<file path="src/rtl/sd_otf_converter.sv">
// Converts an MSD-first radix-2 signed-digit stream to two's complement using Q/QM on-the-fly registers; result_valid comes online_delay+unrolling cycles after start.
// The stream is free-running and there is no backpressure. Define OTF_QM_OUT_EN to expose QM on result_qm.
module sd_otf_converter #(
  parameter int unrolling    = 64,
  parameter int online_delay = 3,
  parameter int CNT_WIDTH    = 11
) (
  input  logic                 clk,
  input  logic                 asyn_reset,
  input  logic                 enable_all,
  input  logic [1:0]           q_value,
  output logic [unrolling:0]   result,
  output logic                 result_valid,
  output logic                 busy,
  output logic                 digit_err
`ifdef OTF_QM_OUT_EN
  ,
  output logic [unrolling:0]   result_qm
`endif
);

  typedef enum logic [1:0] {
    S_IDLE    = 2'd0,
    S_SKIP    = 2'd1,
    S_COLLECT = 2'd2,
    S_DONE    = 2'd3
  } state_t;

  // Cycle indices, relative to the start cycle, of the last skip and last collect cycles.
  localparam logic [CNT_WIDTH-1:0] LAST_SKIP = CNT_WIDTH'(online_delay - 1);
  localparam logic [CNT_WIDTH-1:0] LAST_COLL = CNT_WIDTH'(online_delay + unrolling - 1);

  state_t                 r_state;
  state_t                 w_state_nxt;
  logic                   r_en_prev;
  logic [CNT_WIDTH-1:0]   r_cnt;
  logic [CNT_WIDTH-1:0]   w_cyc;
  logic [unrolling:0]     r_q;
  logic [unrolling:0]     r_qm;
  logic [unrolling:0]     r_result;
  logic                   r_valid;
  logic                   r_busy;
  logic                   r_err;
  logic                   w_start;
  logic                   w_collect;
  logic                   w_plus;
  logic                   w_minus;
  logic                   w_inv;
  logic [unrolling:0]     w_q_base;
  logic [unrolling:0]     w_qm_base;
  logic [unrolling:0]     w_q_upd;
  logic [unrolling:0]     w_qm_upd;

  assign w_start = (r_state == S_IDLE) && enable_all && !r_en_prev;
  assign w_cyc   = r_cnt + CNT_WIDTH'(1);

  assign w_plus  = (q_value == 2'b10);
  assign w_minus = (q_value == 2'b01);
  assign w_inv   = (q_value == 2'b11);

  // On the start cycle the conversion begins from Q = 0, QM = -1.
  assign w_q_base  = w_start ? '0 : r_q;
  assign w_qm_base = w_start ? '1 : r_qm;

  always_comb begin
    w_q_upd  = {w_q_base[unrolling-1:0], 1'b0};
    w_qm_upd = {w_qm_base[unrolling-1:0], 1'b1};
    if (w_plus) begin
      w_q_upd  = {w_q_base[unrolling-1:0], 1'b1};
      w_qm_upd = {w_q_base[unrolling-1:0], 1'b0};
    end else if (w_minus) begin
      w_q_upd  = {w_qm_base[unrolling-1:0], 1'b1};
      w_qm_upd = {w_qm_base[unrolling-1:0], 1'b0};
    end
  end

  always_comb begin
    w_state_nxt = r_state;
    w_collect   = 1'b0;
    case (r_state)
      S_IDLE: begin
        if (w_start) begin
          if (online_delay == 0) begin
            w_collect   = 1'b1;
            w_state_nxt = (unrolling == 1) ? S_DONE : S_COLLECT;
          end else if (online_delay == 1) begin
            w_state_nxt = S_COLLECT;
          end else begin
            w_state_nxt = S_SKIP;
          end
        end
      end
      S_SKIP: begin
        if (!enable_all) begin
          w_state_nxt = S_IDLE;
        end else if (w_cyc == LAST_SKIP) begin
          w_state_nxt = S_COLLECT;
        end
      end
      S_COLLECT: begin
        if (!enable_all) begin
          w_state_nxt = S_IDLE;
        end else begin
          w_collect = 1'b1;
          if (w_cyc == LAST_COLL) begin
            w_state_nxt = S_DONE;
          end
        end
      end
      default: w_state_nxt = S_IDLE;
    endcase
  end

  always_ff @(posedge clk or negedge asyn_reset) begin
    if (!asyn_reset) begin
      r_state   <= S_IDLE;
      r_en_prev <= 1'b0;
      r_cnt     <= '0;
      r_q       <= '0;
      r_qm      <= '0;
      r_err     <= 1'b0;
      r_valid   <= 1'b0;
      r_busy    <= 1'b0;
    end else begin
      r_state   <= w_state_nxt;
      r_en_prev <= enable_all;
      r_valid   <= (w_state_nxt == S_DONE);
      r_busy    <= (w_state_nxt == S_SKIP) || (w_state_nxt == S_COLLECT);

      if (w_start) begin
        r_cnt <= '0;
      end else if ((r_state == S_SKIP) || (r_state == S_COLLECT)) begin
        r_cnt <= w_cyc;
      end

      if (w_collect) begin
        r_q   <= w_q_upd;
        r_qm  <= w_qm_upd;
        r_err <= (r_err && !w_start) || w_inv;
      end else if (w_start) begin
        r_q   <= '0;
        r_qm  <= '1;
        r_err <= 1'b0;
      end
    end
  end

  // The final digit's update is captured directly so result is visible in the DONE cycle.
  always_ff @(posedge clk or negedge asyn_reset) begin
    if (!asyn_reset) begin
      r_result <= '0;
    end else if (w_state_nxt == S_DONE) begin
      r_result <= w_q_upd;
    end
  end

`ifdef OTF_QM_OUT_EN
  logic [unrolling:0] r_result_qm;

  always_ff @(posedge clk or negedge asyn_reset) begin
    if (!asyn_reset) begin
      r_result_qm <= '0;
    end else if (w_state_nxt == S_DONE) begin
      r_result_qm <= w_qm_upd;
    end
  end

  assign result_qm = r_result_qm;
`endif

  assign result       = r_result;
  assign result_valid = r_valid;
  assign busy         = r_busy;
  assign digit_err    = r_err;

endmodule

</file>
<file path="config.mk">
export PLATFORM = sky130hd
export DESIGN_NAME = sd_otf_converter
export DESIGN_NICKNAME = d
export VERILOG_FILES = /design/src/rtl/sd_otf_converter.sv
export SDC_FILE = /design/constraint.sdc
export NUM_CORES = 1
export LEC_CHECK = 0
export ABC_AREA = 1
export CAP_MARGIN = 20
export CORE_UTILIZATION = 50
export CTS_BUF_LIST = sky130_fd_sc_hd__clkbuf_4
export DETAILED_ROUTE_END_ITERATION = 6
export PLACE_DENSITY_LB_ADDON = 0.3
export SETUP_SLACK_MARGIN = 0.4
export SYNTH_ARGS = -nofsm -noshare
export SYNTH_HDL_FRONTEND = slang
export SYNTH_SLANG_ARGS = --single-unit
</file>
<file path="constraint.sdc">
create_clock -name clk -period 4.3 [get_ports clk]
set_input_delay 0.86 -clock clk [delete_from_list [all_inputs] [get_ports clk]]
set_output_delay 0.86 -clock clk [all_outputs]
set_load 0.05 [all_outputs]
</file>
# Word-level counts from Yosys, hierarchy flattened
# Index checks and enable logic that the tools add are counted.
[totals] output_inout_bits=68 input_bits=5 word_cells=51 ff_bits=210
[op_classes] n_addsub=1 n_eq_ne=10 mux=20 n_reduce_logical=11
[op_table] operator="$mux 64" n=5
[op_table] operator="$mux 65" n=2
[op_table] operator="$mux 11" n=2
[op_table] operator="$add 11x1->11 const B" n=1
[op_table] operator="$eq 11x2->1 const B" n=1
[op_table] operator="$eq 11x7->1 const B" n=1
[op_table] operator="$eq 2x2->1 const B" n=5
[op_table] operator="$mux 2" n=5
[op_table] operator="$eq 2x1->1 const B" n=3
[op_table] operator="$pmux 2 s3" n=1
[op_table] operator="$mux 1" n=5
[op_table] operator="$reduce_bool 2->1" n=2
[op_table] operator="$logic_and 1x1->1" n=3
[op_table] operator="$logic_or 1x1->1" n=3
[op_table] operator="$logic_not 1->1" n=2
[op_table] operator="$logic_not 2->1" n=1

# Depth between registers and ports, before layout
[logic_depth] depth_word=7 mapped_depth=19 ltp_nobuf=16

# Least setup slack after synthesis
# No wires, ideal clock.
[synth_timing] kind="input -> register" from="in enable_all" to="reg r_result[0] (netlist: result[0])" slack_ns=1.494 setup_time_ns=0.133 cell_stages=12 path_buffers=5 required_ns=4.167 arrival_time_ns=2.672 cell_sequence="nand3_2 -> buf_2 -> buf_2 -> a21oi_1 -> a21oi_1 -> a21oi_1 -> ha_1 -> inv_1 -> buf_2 -> clkbuf_1 -> clkbuf_1 -> o21ai_0"
[synth_via] elab_chain_cells=5 word_cells_on_any_way=7 classes_between="1 x eq/ne; 4 x mux; 2 x reduce/logical"
[synth_lines] item="start: declaration" line_no="10" source="input logic enable_all,"
[synth_lines] item="$logic_and 1x1->1 (2 in a row)" line_no="54" source="assign w_start = (r_state == S_IDLE) && enable_all && !r_en_prev;"
[synth_lines] item="$mux 2" line_no="82" source="if (w_start) begin"
[synth_lines] item="$pmux 2 s3 *" line_no="80" source="case (r_state)"
[synth_lines] item="named net w_state_nxt[0]" line_no="34" source="state_t w_state_nxt;"
[synth_lines] item="$eq 2x2->1 *" line_no="152" source="end else if (w_state_nxt == S_DONE) begin"
[synth_lines] item="end signal: assignment" line_no="153" source="r_result <= w_q_upd;"
[synth_lines] item="end: declaration" line_no="40" source="logic [unrolling:0] r_result;"
# Mark *: on every way through the listed nets, which the timed path passes. The rest lies on a longest branch.
# A chain may end at the register's enable or synchronous reset.

# Final worst setup path
[layout_timing] from="reg r_cnt[0]" to="reg r_result[37] (netlist: result[37])"
[layout_via] elab_chain_cells=6 word_cells_on_any_way=9 classes_between="1 x add/sub; 3 x eq/ne; 5 x mux"
[layout_lines] item="start: declaration" line_no="36" source="logic [CNT_WIDTH-1:0] r_cnt;"
[layout_lines] item="start signal: assignment" line_no="133" source="r_cnt <= w_cyc;"
[layout_lines] item="$add 11x1->11 *" line_no="55" source="assign w_cyc = r_cnt + CNT_WIDTH'(1);"
[layout_lines] item="$eq 11x7->1 or $eq 11x2->1 (tied branches)" line_no="105, 96"
[layout_lines] item="$mux 2, on equally long branches" line_no="105, 96"
[layout_lines] item="$mux 2, on equally long branches" line_no="101, 94"
[layout_lines] item="$pmux 2 s3 *" line_no="80"
[layout_lines] item="named net w_state_nxt[0]" line_no="34"
[layout_lines] item="$eq 2x2->1 *" line_no="152"
# Marks and branches as above.

==> impl_metrics.yaml <==
layout:
  multiInputGateArea_um2: 3850
  area_growth_pct: 15.25
  drive_gt1_share_pct: 9.821
  final-seq-area_um2: 5255
  finalNetCount: 1265
  nFillCells: 1709
  final_area_um2: 11290
critical_path:
  critPathCaptureType: "flop"
  rr_endpoint: "result[37]"
  crit_required_ns: 4.77
  r2r_cells: 14
  r2r_start: "r_cnt[0]"
  start_kind: "flop"
  cp_max_fo: 78
  crit_type: "flop to flop"
  cp.arrival_ns: 3.50
  r2r_slack_ns: 1.27
grt:
  grt_max_degree: 154
  gr-total-overflow: 0
  grt_pass1_wl_um: 35800
  antenna_found_initial: 1
  grt_pass1_vias: 7531
  grt_usage_pct: 21.73
die:
  die_width_um: 142.0
  core_area_um2: 18960
  die_h_um: 142.0
  io_pins: 73
  die_area_um2: 20160
  initial_utilization_pct: 51.68
  placementRows: 50
timing:
  setup_tns_ns: 0
  drv_slew: 0
  min_period_ns: 3.029
  rsz0062_at_grt: "false"
  setup_viol: 0
  worst_slew_pin_slew_ns: 0.9370
  fmax_ghz: 0.3301
  hold_violations: 0
  slew_headroom_pct: 37.53
  finalClockSkew_ns: 0.04698
  fin_crit_sh_pct: 70.45
flow_run:
  cap_violations: 0
yosys:
  synth_warnings: 0
  yosysMostFrequentCell: "o21ai_0"
  synth_nets: 1214
  synth_edf_count: 0
  syn_avg_cell_area_um2: 8.178
  ys_seq_elements: 210
  synthArstFlopShare_pct: 100.0
  synth_top_cell_area_share_pct: 53.64
  synth_common_cells: "281 x o21ai_0, 232 x nand2_1, 210 x dfrtp_1"
  synth_area_leader_cell: "dfrtp_1"
  netlist_area_um2: 9797
  synth.distinct_cells: 26
  syn_inst: 1198
  synth_flop_cell: "dfrtp_1"
  seq_area_frac_synth_pct: 53.64
  synth_area_leaders: "dfrtp_1 54%, o21ai_0 14%, nand2_1 8.9%, nand3_1 3.6%, a21oi_1 3.4%"
drt:
  viasPerCell: 5.222
  drc: 0
  drt_first_pass_iters: 5
  vias: 8063
  totalWireLength_um: 20620
  drtIter0Drc: 567
  antenna_left: 0
  drt-wirelength-per-cell_um: 13.36
pwr:
  power_density_nw_per_um2: 603.4
  vdd_ir_drop_max_mv: 0.3512
  p_leak_nw: 4.850
placement:
  placed_area_um2: 10600
  io_buffers: 72
  place_hpwl_um: 11890
  place.gp.congestion: 0.8380
clocking:
  cts_resized: 0
  cts_buffers: 54
  worstSkewPairLatency_ns: 0.66
  cts_buffer_depth: 3
  cts_root_buffer: "clkbuf_4"
  post-cts-setup-buffers: 0
  ctsHoldBuffers: 0
  cts_tree: "built"
  h-tree-depth: 2
  clkTransAtPathRegs_ns: 0.07
  cts_sinks: 210
min_path:
  holdCritPathClass: "input port to asynchronous set/reset pin"
outcome:
  status: "completed"
-- state kept, by name (all words and copies together) (netlist names) --
| signal | count |
|---|---|
| r_q | 64 |
| r_state | 2 |
| r_en_prev | 1 |
| r_qm | 64 |
| result_valid | 1 |
| busy | 1 |
| digit_err | 1 |
| r_cnt | 11 |
| result | 65 |
-- metrics by stage --
stage / setup WS, ns / total power [mW] / utilization, % / cells / hold slack, ns
floorplan: 1.494 / 4.484 / - / 1198 / 0.4776
finish: 1.271 / 6.813 / 59.56 / 1544 / 0.2473
CTS: 1.249 / 6.890 / 59.41 / 1542 / 0.2326
global route: 0.9581 / 7.312 / 59.56 / 1544 / 0.2721
detailed placement: 0.9359 / 5.194 / 55.90 / 1452 / 0.4740
global placement: 1.029 / 5.132 / 55.90 / 1452 / 0.4690
-- power by group --
group	internal, mW	leakage (nW)	switching [mW]
registers	2.55	2.60	0.256
clock network	0.891	0.403	0.767
logic	0.725	1.85	1.62
total	4.17	4.85	2.65
-- cell usage in the layout, fill, tap and decap left out, drive strengths merged, types with 2 or more instances in the layout --
| cell type | synthesis | routed |
|---|---|---|
| o21ai | 323 | 323 |
| dfrtp | 210 | 210 |
| clkinv | 0 | 3 |
| clkbuf | 58 | 87 |
| nand3 | 75 | 75 |
| o22ai | 8 | 8 |
| buf | 33 | 14 |
| nand4 | 2 | 2 |
| a31oi | 2 | 2 |
| clkdlybuf4s50 | 0 | 71 |
| nor2 | 80 | 80 |
| a21oi | 67 | 67 |
| ha | 11 | 11 |
| nand2 | 237 | 237 |
| inv | 88 | 88 |
-- cells by family (layout without fill, tap and decap cells) --
| logic type | after synthesis | after routing | synth area share, % |
|---|---|---|---|
| AO/OA/AOI/OAI | 403 | 403 | 20.80 |
| AND/OR/NAND/NOR | 394 | 394 | 16.64 |
| flip-flops | 210 | 210 | 53.64 |
| buffers and inverters | 179 | 264 | 7.420 |
| adder cells (fa/ha/maj) | 11 | 11 | 1.405 |
| XOR/XNOR | 1 | 1 | 0.08942 |
| other | 0 | 1 | 0 |
-- final cells by class --
cell class / instances / share of cell area [%]
sequential: 210 / 46.54
multi-input combinational: 809 / 34.10
timing repair buffer: 86 / 7.635
clock buffer: 86 / 5.718
inverter: 88 / 2.937
tap: 260 / 2.881
clock inverter: 4 / 0.1662
antenna: 1 / 0.02216
-- per-layer routing --
metal | global-route usage, % | part of all wire (%)
met1 | 29.81 | 48
met2 | 34.28 | 46
met3 | 4.341 | 4.2
met4 | 8.206 | 1.9
met5 | 0 | 0
-- how the worst max path moves through the flow --
stage | depth (start not counted) | startpoint | slack, ns | endpoint
3_5_place_dp | 9 | enable_all | 0.94 | result[37]
2_1_floorplan | 12 | enable_all | 1.49 | result[0]
5_1_grt | 14 | r_cnt[0] | 0.96 | result[31]
3_3_place_gp | 9 | enable_all | 1.03 | result[27]
4_1_cts | 14 | r_cnt[0] | 1.25 | result[28]
6_report | 14 | r_cnt[0] | 1.27 | result[37]
-- worst max-delay path, cell delays in order, from the launching register on --
cell	delay [ns]
dfrtp_1	0.41
ha_1	0.33
nand2_2	0.12
nor2_2	0.15
nand3_1	0.09
nand2_1	0.11
nand2_2	0.07
nor2_4	0.10
nand2_1	0.09
a21oi_1	0.13
a21oi_1	0.11
ha_1	0.25
clkinv_2	0.06
buf_4	0.55
o21ai_0	0.21
Power figures use the tool's default switching activity.
